$ cat src/rtl/seq_pattern_tx.sv
// Bit-serial MSB-first pattern transmitter with frame repeat and done pulse.
// Optional per-frame even-parity bit enabled by defining SEQ_TX_PARITY_EN.
module seq_pattern_tx #(
    parameter int WIDTH = 5,
    parameter int REP_W = 4
) (
    input  logic             clk,
    input  logic             rst,
    input  logic             start,
    input  logic [WIDTH-1:0] pat_in,
    input  logic [REP_W-1:0] rep,
    output logic             j,
    output logic             valid,
    output logic             busy,
    output logic             done
);

    localparam int CNT_W = $clog2(WIDTH + 1);
`ifdef SEQ_TX_PARITY_EN
    localparam int FRAME_LEN = WIDTH + 1;
`else
    localparam int FRAME_LEN = WIDTH;
`endif
    localparam logic [CNT_W-1:0] LAST = CNT_W'(FRAME_LEN - 1);

    typedef enum logic [1:0] {
        S_IDLE,
        S_SHIFT,
        S_DONE
    } state_t;

    state_t           r_state;
    logic [WIDTH-1:0] r_shreg;
    logic [WIDTH-1:0] r_hold;
    logic [REP_W-1:0] r_frames;
    logic [CNT_W-1:0] r_bitcnt;

    state_t           w_state_nxt;
    logic [WIDTH-1:0] w_shreg_nxt;
    logic [WIDTH-1:0] w_hold_nxt;
    logic [REP_W-1:0] w_frames_nxt;
    logic [CNT_W-1:0] w_bitcnt_nxt;
    logic             w_bit;

`ifdef SEQ_TX_PARITY_EN
    // Past the last pattern bit the shifter is empty; send parity instead.
    assign w_bit = (r_bitcnt == CNT_W'(WIDTH)) ? ^r_hold
                                               : r_shreg[WIDTH-1];
`else
    assign w_bit = r_shreg[WIDTH-1];
`endif

    always_ff @(posedge clk or posedge rst) begin
        if (rst) begin
            r_state  <= S_IDLE;
            r_shreg  <= '0;
            r_hold   <= '0;
            r_frames <= '0;
            r_bitcnt <= '0;
        end else begin
            r_state  <= w_state_nxt;
            r_shreg  <= w_shreg_nxt;
            r_hold   <= w_hold_nxt;
            r_frames <= w_frames_nxt;
            r_bitcnt <= w_bitcnt_nxt;
        end
    end

    always_comb begin
        w_state_nxt  = r_state;
        w_shreg_nxt  = r_shreg;
        w_hold_nxt   = r_hold;
        w_frames_nxt = r_frames;
        w_bitcnt_nxt = r_bitcnt;
        j            = 1'b0;
        valid        = 1'b0;
        busy         = 1'b0;
        done         = 1'b0;
        unique case (r_state)
            S_IDLE: begin
                if (start) begin
                    w_shreg_nxt  = pat_in;
                    w_hold_nxt   = pat_in;
                    w_frames_nxt = (rep == '0) ? REP_W'(1) : rep;
                    w_bitcnt_nxt = '0;
                    w_state_nxt  = S_SHIFT;
                end
            end
            S_SHIFT: begin
                j            = w_bit;
                valid        = 1'b1;
                busy         = 1'b1;
                w_shreg_nxt  = {r_shreg[WIDTH-2:0], 1'b0};
                w_bitcnt_nxt = r_bitcnt + CNT_W'(1);
                if (r_bitcnt == LAST) begin
                    if (r_frames > REP_W'(1)) begin
                        w_frames_nxt = r_frames - REP_W'(1);
                        w_shreg_nxt  = r_hold;
                        w_bitcnt_nxt = '0;
                    end else begin
                        w_state_nxt = S_DONE;
                    end
                end
            end
            S_DONE: begin
                done        = 1'b1;
                w_state_nxt = S_IDLE;
            end
            default: begin
                w_state_nxt = S_IDLE;
            end
        endcase
    end

endmodule
$ cat config.mk
export PLATFORM = sky130hd
export DESIGN_NAME = seq_pattern_tx
export DESIGN_NICKNAME = d
export VERILOG_FILES = /design/src/rtl/seq_pattern_tx.sv
export SDC_FILE = /design/constraint.sdc
export NUM_CORES = 1
export LEC_CHECK = 0
export ABC_AREA = 1
export BUFFER_PORTS_ARGS = -buffer_cell sky130_fd_sc_hd__buf_2
export CORE_MARGIN = 4
export CORE_UTILIZATION = 59
export DETAILED_ROUTE_END_ITERATION = 8
export PLACE_DENSITY = 0.82
export SLEW_MARGIN = 5
export SYNTH_ARGS = -nofsm -noshare
export SYNTH_HDL_FRONTEND = slang
export SYNTH_SLANG_ARGS = --single-unit
$ cat constraint.sdc
create_clock -name clk -period 2.8 [get_ports clk]
set_input_delay 0.14 -clock clk [delete_from_list [all_inputs] [get_ports clk]]
set_output_delay 0.14 -clock clk [all_outputs]
set_load 0.02 [all_outputs]
# Word-level counts from Yosys, hierarchy flattened
# Index checks and enable logic that the tools add are counted.
op_classes:
  n_addsub: 2
  mul: 0
  div: 0
  n_lt_le_gt_ge: 1
  n_eq_ne: 7
  n_shift: 0
  mux: 20
  n_bitwise: 0
  reduce_logical: 7
ops:
  columns: ["op", "count"]
  rows:
  - ["two-way mux 4 bit", 4]
  - ["two-way mux 5 bit", 3]
  - ["one-hot mux 5 bit (2 select lines)", 1]
  - ["two-way mux 3 bit", 3]
  - ["!= test 2 bit (second input constant)", 4]
  - ["one-hot mux 4 bit (2 select lines)", 1]
  - ["two-way mux 2 bit", 3]
  - ["one-hot mux 3 bit (2 select lines)", 1]
  - ["greater-than comparator 4 x 1 -> 1 bit (second input constant)", 1]
  - ["logical NOT 4 bit", 1]
  - ["one-hot mux 2 bit (2 select lines)", 1]
  - ["AND reduction 2 bit", 2]
  - ["AND reduction 4 bit", 1]
  - ["subtractor 4 x 1 -> 4 bit (second input constant)", 1]
  - ["adder 3 x 1 -> 3 bit (second input constant)", 1]
  - ["== test 3 bit (second input constant)", 1]
  - ["two-way mux 1 bit", 3]
  - ["AND reduction 3 bit", 1]
  - ["== test 2 x 1 -> 1 bit (second input constant)", 1]
  - ["== test 2 bit (second input constant)", 1]
  - ["logical NOT 2 bit", 1]
  - ["nonzero test 2 bit", 1]
word_totals:
  regBits: 19
  latch_bits: 0
  mem_bits_rw: 0
  rom_bits: 0
  in_bits: 12
  output_inout_bits: 4
  elab_cells: 42
  mem_count: 0

# Depth between registers and ports, before layout
logic_depth:
  word_depth: 4
  depth_mapped: 9

# Worst setup path after synthesis
# OpenSTA, ideal clock, no wires.
synth_path:
  path_type: "reg-to-reg"
  from: "reg r_frames[0]"
  to: "reg r_frames[0]"
  setup_time_ns: 0.116
  arrival_time_ns: 1.146
  setup_slack_ns: 1.537
  path_stages_with_launch: 10
  period_less_slack_ns: 1.263
  cell_sequence: "dfrtp_1 > inv_1 > ha_1 > inv_1 > nand2_1 > nand3_1 > nand2_2 > inv_2 > nand2_1 > nand2_1"
synth_via:
  elab_chain_len: 4
synth_rtl:
  columns: ["element", "line", "text"]
  rows:
  - ["start, declared", "35", "logic [REP_W-1:0] r_frames;"]
  - ["start signal, assigned", "64", "r_frames <= w_frames_nxt;"]
  - ["subtractor 4 x 1 -> 4 bit", "97", "w_frames_nxt = r_frames - REP_W'(1);"]
  - ["two-way mux 4 bit", "96", "if (r_frames > REP_W'(1)) begin"]
  - ["two-way mux 4 bit", "95", "if (r_bitcnt == LAST) begin"]
  - ["one-hot mux 4 bit (2 select lines)", "79", "unique case (r_state)"]
# Parallel ways exist; a longest one is shown, timed or not. The select of a mux whose other input is x is not followed.
# A chain may end at the register's enable or synchronous reset.

# Worst setup path in the final report
layout_path:
  from: "reg r_state[1]"
  to: "out busy"
layout_via:
  elab_chain_len: 2
layout_rtl:
  columns: ["element", "line", "text"]
  rows:
  - ["start, declared", "32", "state_t r_state;"]
  - ["start signal, assigned", "61", "r_state <= w_state_nxt;"]
  - ["== test 2 x 1 -> 1 bit", "79", null]
  - ["two-way mux 1 bit", "79", null]
  - ["end, declared", "14", "output logic busy,"]
# Every way passes these cells.

==> PnR_summary.wiki <==
{| class="wikitable"
! Metric !! Value
|-
| Drt first-iter violations || 42
|-
| Final standard cell area without fillers || 1190 µm²
|-
| Final layout net count || 171
|-
| Power consumption || 0.001308 W
|-
| DP HPWL || 1612 µm
|-
| Buffer levels on the longest clock path || 2
|-
| Post-layout min period || 1582 ps
|-
| Kind of start point of the critical path || flip-flop
|-
| Number of cell rows || 15
|-
| Hold buffer count at CTS || 1
|-
| Global Route met2 Usage || 30.00%
|-
| Setup repair after global routing missed its margin || false
|-
| Number of vias in the routed layout || 929
|-
| Cell repeated most along the worst path || sky130_fd_sc_hd__inv_2
|-
| Critical path class || flip-flop to output pin
|-
| Cells after synthesis || 137
|-
| Primary flip-flop cell chosen by synthesis mapping || sky130_fd_sc_hd__dfrtp_1
|-
| Fin. max-slew vios || 0
|-
| Clock buffers created by TritonCTS || 3
|-
| Clock root buffer || sky130_fd_sc_hd__clkbuf_4
|-
| Cell accounting for the most synthesized area || sky130_fd_sc_hd__dfrtp_1
|-
| Post-CTS resize count || 0
|-
| Critical-path maximum fanout || 14
|-
| Clock-pin slew on the worst setup and hold paths || 110 ps
|-
| Result of the run || completed
|-
| Antenna Violating Nets Remaining || 0
|-
| Setup-failing EPs final || 0
|-
| Vert. Die Dim || 50.61 µm
|-
| Met1 track demand over resource || 23.68%
|-
| Type of the tightest min-delay check || primary input to flip-flop
|-
| Clock Sinks || 19
|-
| Top achievable clock speed || 0.6322 GHz
|-
| Aggregate negative setup slack || 0 ps
|-
| Starting utilization of the core area || 62.03%
|-
| Capturing element type of the critical path || output pin
|-
| Synthesized area divided by synthesized cell count || 7.818 µm²
|-
| Overflow left after global routing || 0
|-
| Number of enable-type register cells in the synthesized netlist || 0
|-
| Worst Max-Slew Pin Slew || 720.0 ps
|-
| Antenna diode count || 0
|-
| Area after detailed placement || 1154 µm²
|-
| Most instantiated library cell after synthesis || sky130_fd_sc_hd__nand2_1
|-
| Global-route usage over all layers || 18.76%
|-
| Worst-skew pair later-pin latency || 300 ps
|-
| IO buf count || 15
|-
| Critical-path cell with the highest stage delay || sky130_fd_sc_hd__dfrtp_1
|-
| Hold violation total from the final report || 0
|-
| Worst Clk Skew || 7.249 ps
|-
| Proportion of register bits with asynchronous set or reset after synthesis || 100.0%
|-
| Post-synthesis sequential area ratio || 44.39%
|-
| Vias in the first global route || 864
|-
| Share of the synthesized area in the top cell type || 44.39%
|-
| Share of post-route cells with drive strength above 1 || 22.73%
|-
| Number of setup buffers added after CTS || 0
|-
| Normalized max-slew margin || 51.95%
|-
| H-tree depth reported by CTS || 1
|-
| Vias per inst || 5.190
|-
| Clock tree from TritonCTS || yes
|-
| DRT Pass-1 Iters || 4
|-
| Number of synthesized register bits || 19
|-
| I/O Pins || 16
|-
| Synth warnings || 0
|-
| Final WL || 2108 µm
|-
| Final weighted congestion in routability-driven placement || 0.8008
|-
| Top area cells in the synthesized netlist || sky130_fd_sc_hd__dfrtp_1 (44%), sky130_fd_sc_hd__nand2_1 (12%), sky130_fd_sc_hd__nand3_1 (8.9%)
|-
| Most Used Layer, Global Route || met2
|-
| Fin crit share || 56.49%
|-
| Standby leakage power || 0.6482 nW
|-
| Crit path cell chain || inv_2 -> nand2_2 -> inv_2 -> buf_2
|-
| Total DRC errors in the routed layout || 0
|-
| GRT met3 Usage || 5.638%
|-
| Yosys cell types || 24
|-
| Netlist Area Pre-Place || 1071 µm²
|-
| Core outline area || 1727 µm²
|-
| Post-synth top cells || sky130_fd_sc_hd__nand2_1 (35), sky130_fd_sc_hd__dfrtp_1 (19), sky130_fd_sc_hd__nand3_1 (19)
|-
| Largest net degree at the start of global routing || 20
|-
| Worst ir drop on vdd || 768.5 µV
|-
| Data required time at the worst endpoint || 2660 ps
|-
| Power density relative to cell area || 1099 nW/µm²
|-
| Area of the die || 2561 µm²
|-
| Antenna violations before repair || 0
|-
| Global-route wire length before repair || 3594 µm
|-
| Critical path's largest stage delay || 390 ps
|-
| Horizontal die dimension || 50.61 µm
|-
| Mapped Nets || 153
|-
| Drt wl/cell || 11.78 µm
|-
| Arrival time of the worst setup path || 1440 ps
|-
| Number of max-cap violations || 0
|-
| Synth-to-Final Area Change || 11.10%
|}
-- worst max-delay path: cells and delay by family (launching register included) --
| kind | cells | cell delay, ps |
|---|---|---|
| buffers and inverters | 3 | 560 |
| flip-flops | 1 | 390 |
| AND/OR/NAND/NOR | 1 | 180 |
-- routing by layer --
layer / vias to the layer above / wire [µm]
met5: - / 0
li1: 464 / -
met3: 4 / 129
met2: 27 / 1001
met4: 0 / 27
met1: 434 / 950
-- kinds of logic (layout without fill, tap and decap cells) --
group | Yosys count | count (layout) | share of synthesized area (%)
buf+inv | 27 | 44 | 10.63
fa+ha+maj | 4 | 4 | 4.673
simple gates | 70 | 70 | 30.73
compound gates | 16 | 16 | 8.762
xor+xnor | 1 | 1 | 0.8179
flops | 19 | 19 | 44.39
-- cell usage in the layout (no fill, tap or decap) --
cell type | netlist | routed
sky130_fd_sc_hd__nand2_1 | 35 | 35
sky130_fd_sc_hd__nand3_1 | 19 | 19
sky130_fd_sc_hd__dfrtp_1 | 19 | 19
sky130_fd_sc_hd__inv_1 | 18 | 18
sky130_fd_sc_hd__buf_2 | 1 | 15
sky130_fd_sc_hd__o21ai_1 | 11 | 11
sky130_fd_sc_hd__inv_2 | 6 | 6
sky130_fd_sc_hd__nor2_1 | 5 | 5
sky130_fd_sc_hd__nand2_2 | 4 | 4
sky130_fd_sc_hd__ha_1 | 4 | 4
sky130_fd_sc_hd__clkbuf_4 | 0 | 3
sky130_fd_sc_hd__o21ai_2 | 2 | 2
sky130_fd_sc_hd__nor2_2 | 1 | 1
sky130_fd_sc_hd__a21oi_2 | 1 | 1
sky130_fd_sc_hd__nand3_2 | 1 | 1
sky130_fd_sc_hd__nor2_4 | 1 | 1
sky130_fd_sc_hd__or2_1 | 1 | 1
sky130_fd_sc_hd__xnor2_1 | 1 | 1
sky130_fd_sc_hd__nand2_4 | 1 | 1
sky130_fd_sc_hd__nor3b_1 | 1 | 1
sky130_fd_sc_hd__nand4_1 | 1 | 1
sky130_fd_sc_hd__o211ai_1 | 1 | 1
sky130_fd_sc_hd__a21oi_1 | 1 | 1
sky130_fd_sc_hd__clkbuf_1 | 0 | 1
sky130_fd_sc_hd__dlygate4sd3_1 | 0 | 1
-- final timing paths --
| path | startpoint | endpoint | slack [ps] | depth (start not counted) |
|---|---|---|---|---|
| setup / recovery | r_state[1] | busy | 1220 | 4 |
| hold / removal | pat_in[0] | r_hold[0] | 60 | 3 |
| setup reg to reg | r_frames[0] | r_frames[0] | 1380 | 9 |
| hold reg to reg | r_hold[0] | r_hold[0] | 520 | 2 |
| max in group asynchronous | rst | r_hold[3] | 1850 | 3 |
| min in group asynchronous | rst | r_frames[3] | 490 | 3 |
-- metrics by stage --
stage | utilization [%] | instances | setup slack (ps) | hold slack [ps]
finish | 68.91 | 179 | 1218 | 62.23
detailed placement | 66.81 | 174 | 1409 | 286.6
CTS | 68.91 | 179 | 1202 | 56.63
global placement | 66.81 | 174 | 1444 | 294.2
floorplan | - | 137 | 1537 | 91.13
global route | 68.91 | 179 | 1130 | 63.48
-- area by class of cell --
class / count / area [µm²]
inverters: 24 / 90.09
repair buffers: 16 / 85.08
well taps: 25 / 31.28
flip-flops and latches: 19 / 475.5
clock buffers: 4 / 26.28
fillers: 159 / 536.8
multi-input cells: 91 / 481.7
-- state kept, by name, summed over array words and instances, names as in the netlist --
register / flops
r_hold: 5
r_shreg: 5
r_frames: 4
r_bitcnt: 3
r_state: 2
-- power by group --
part / internal, W / switching [W]
registers: 0.000396 / 0.0000779
clock network: 0.0000555 / 0.0000829
logic: 0.000240 / 0.000456
(Power assumes the default switching activity.)
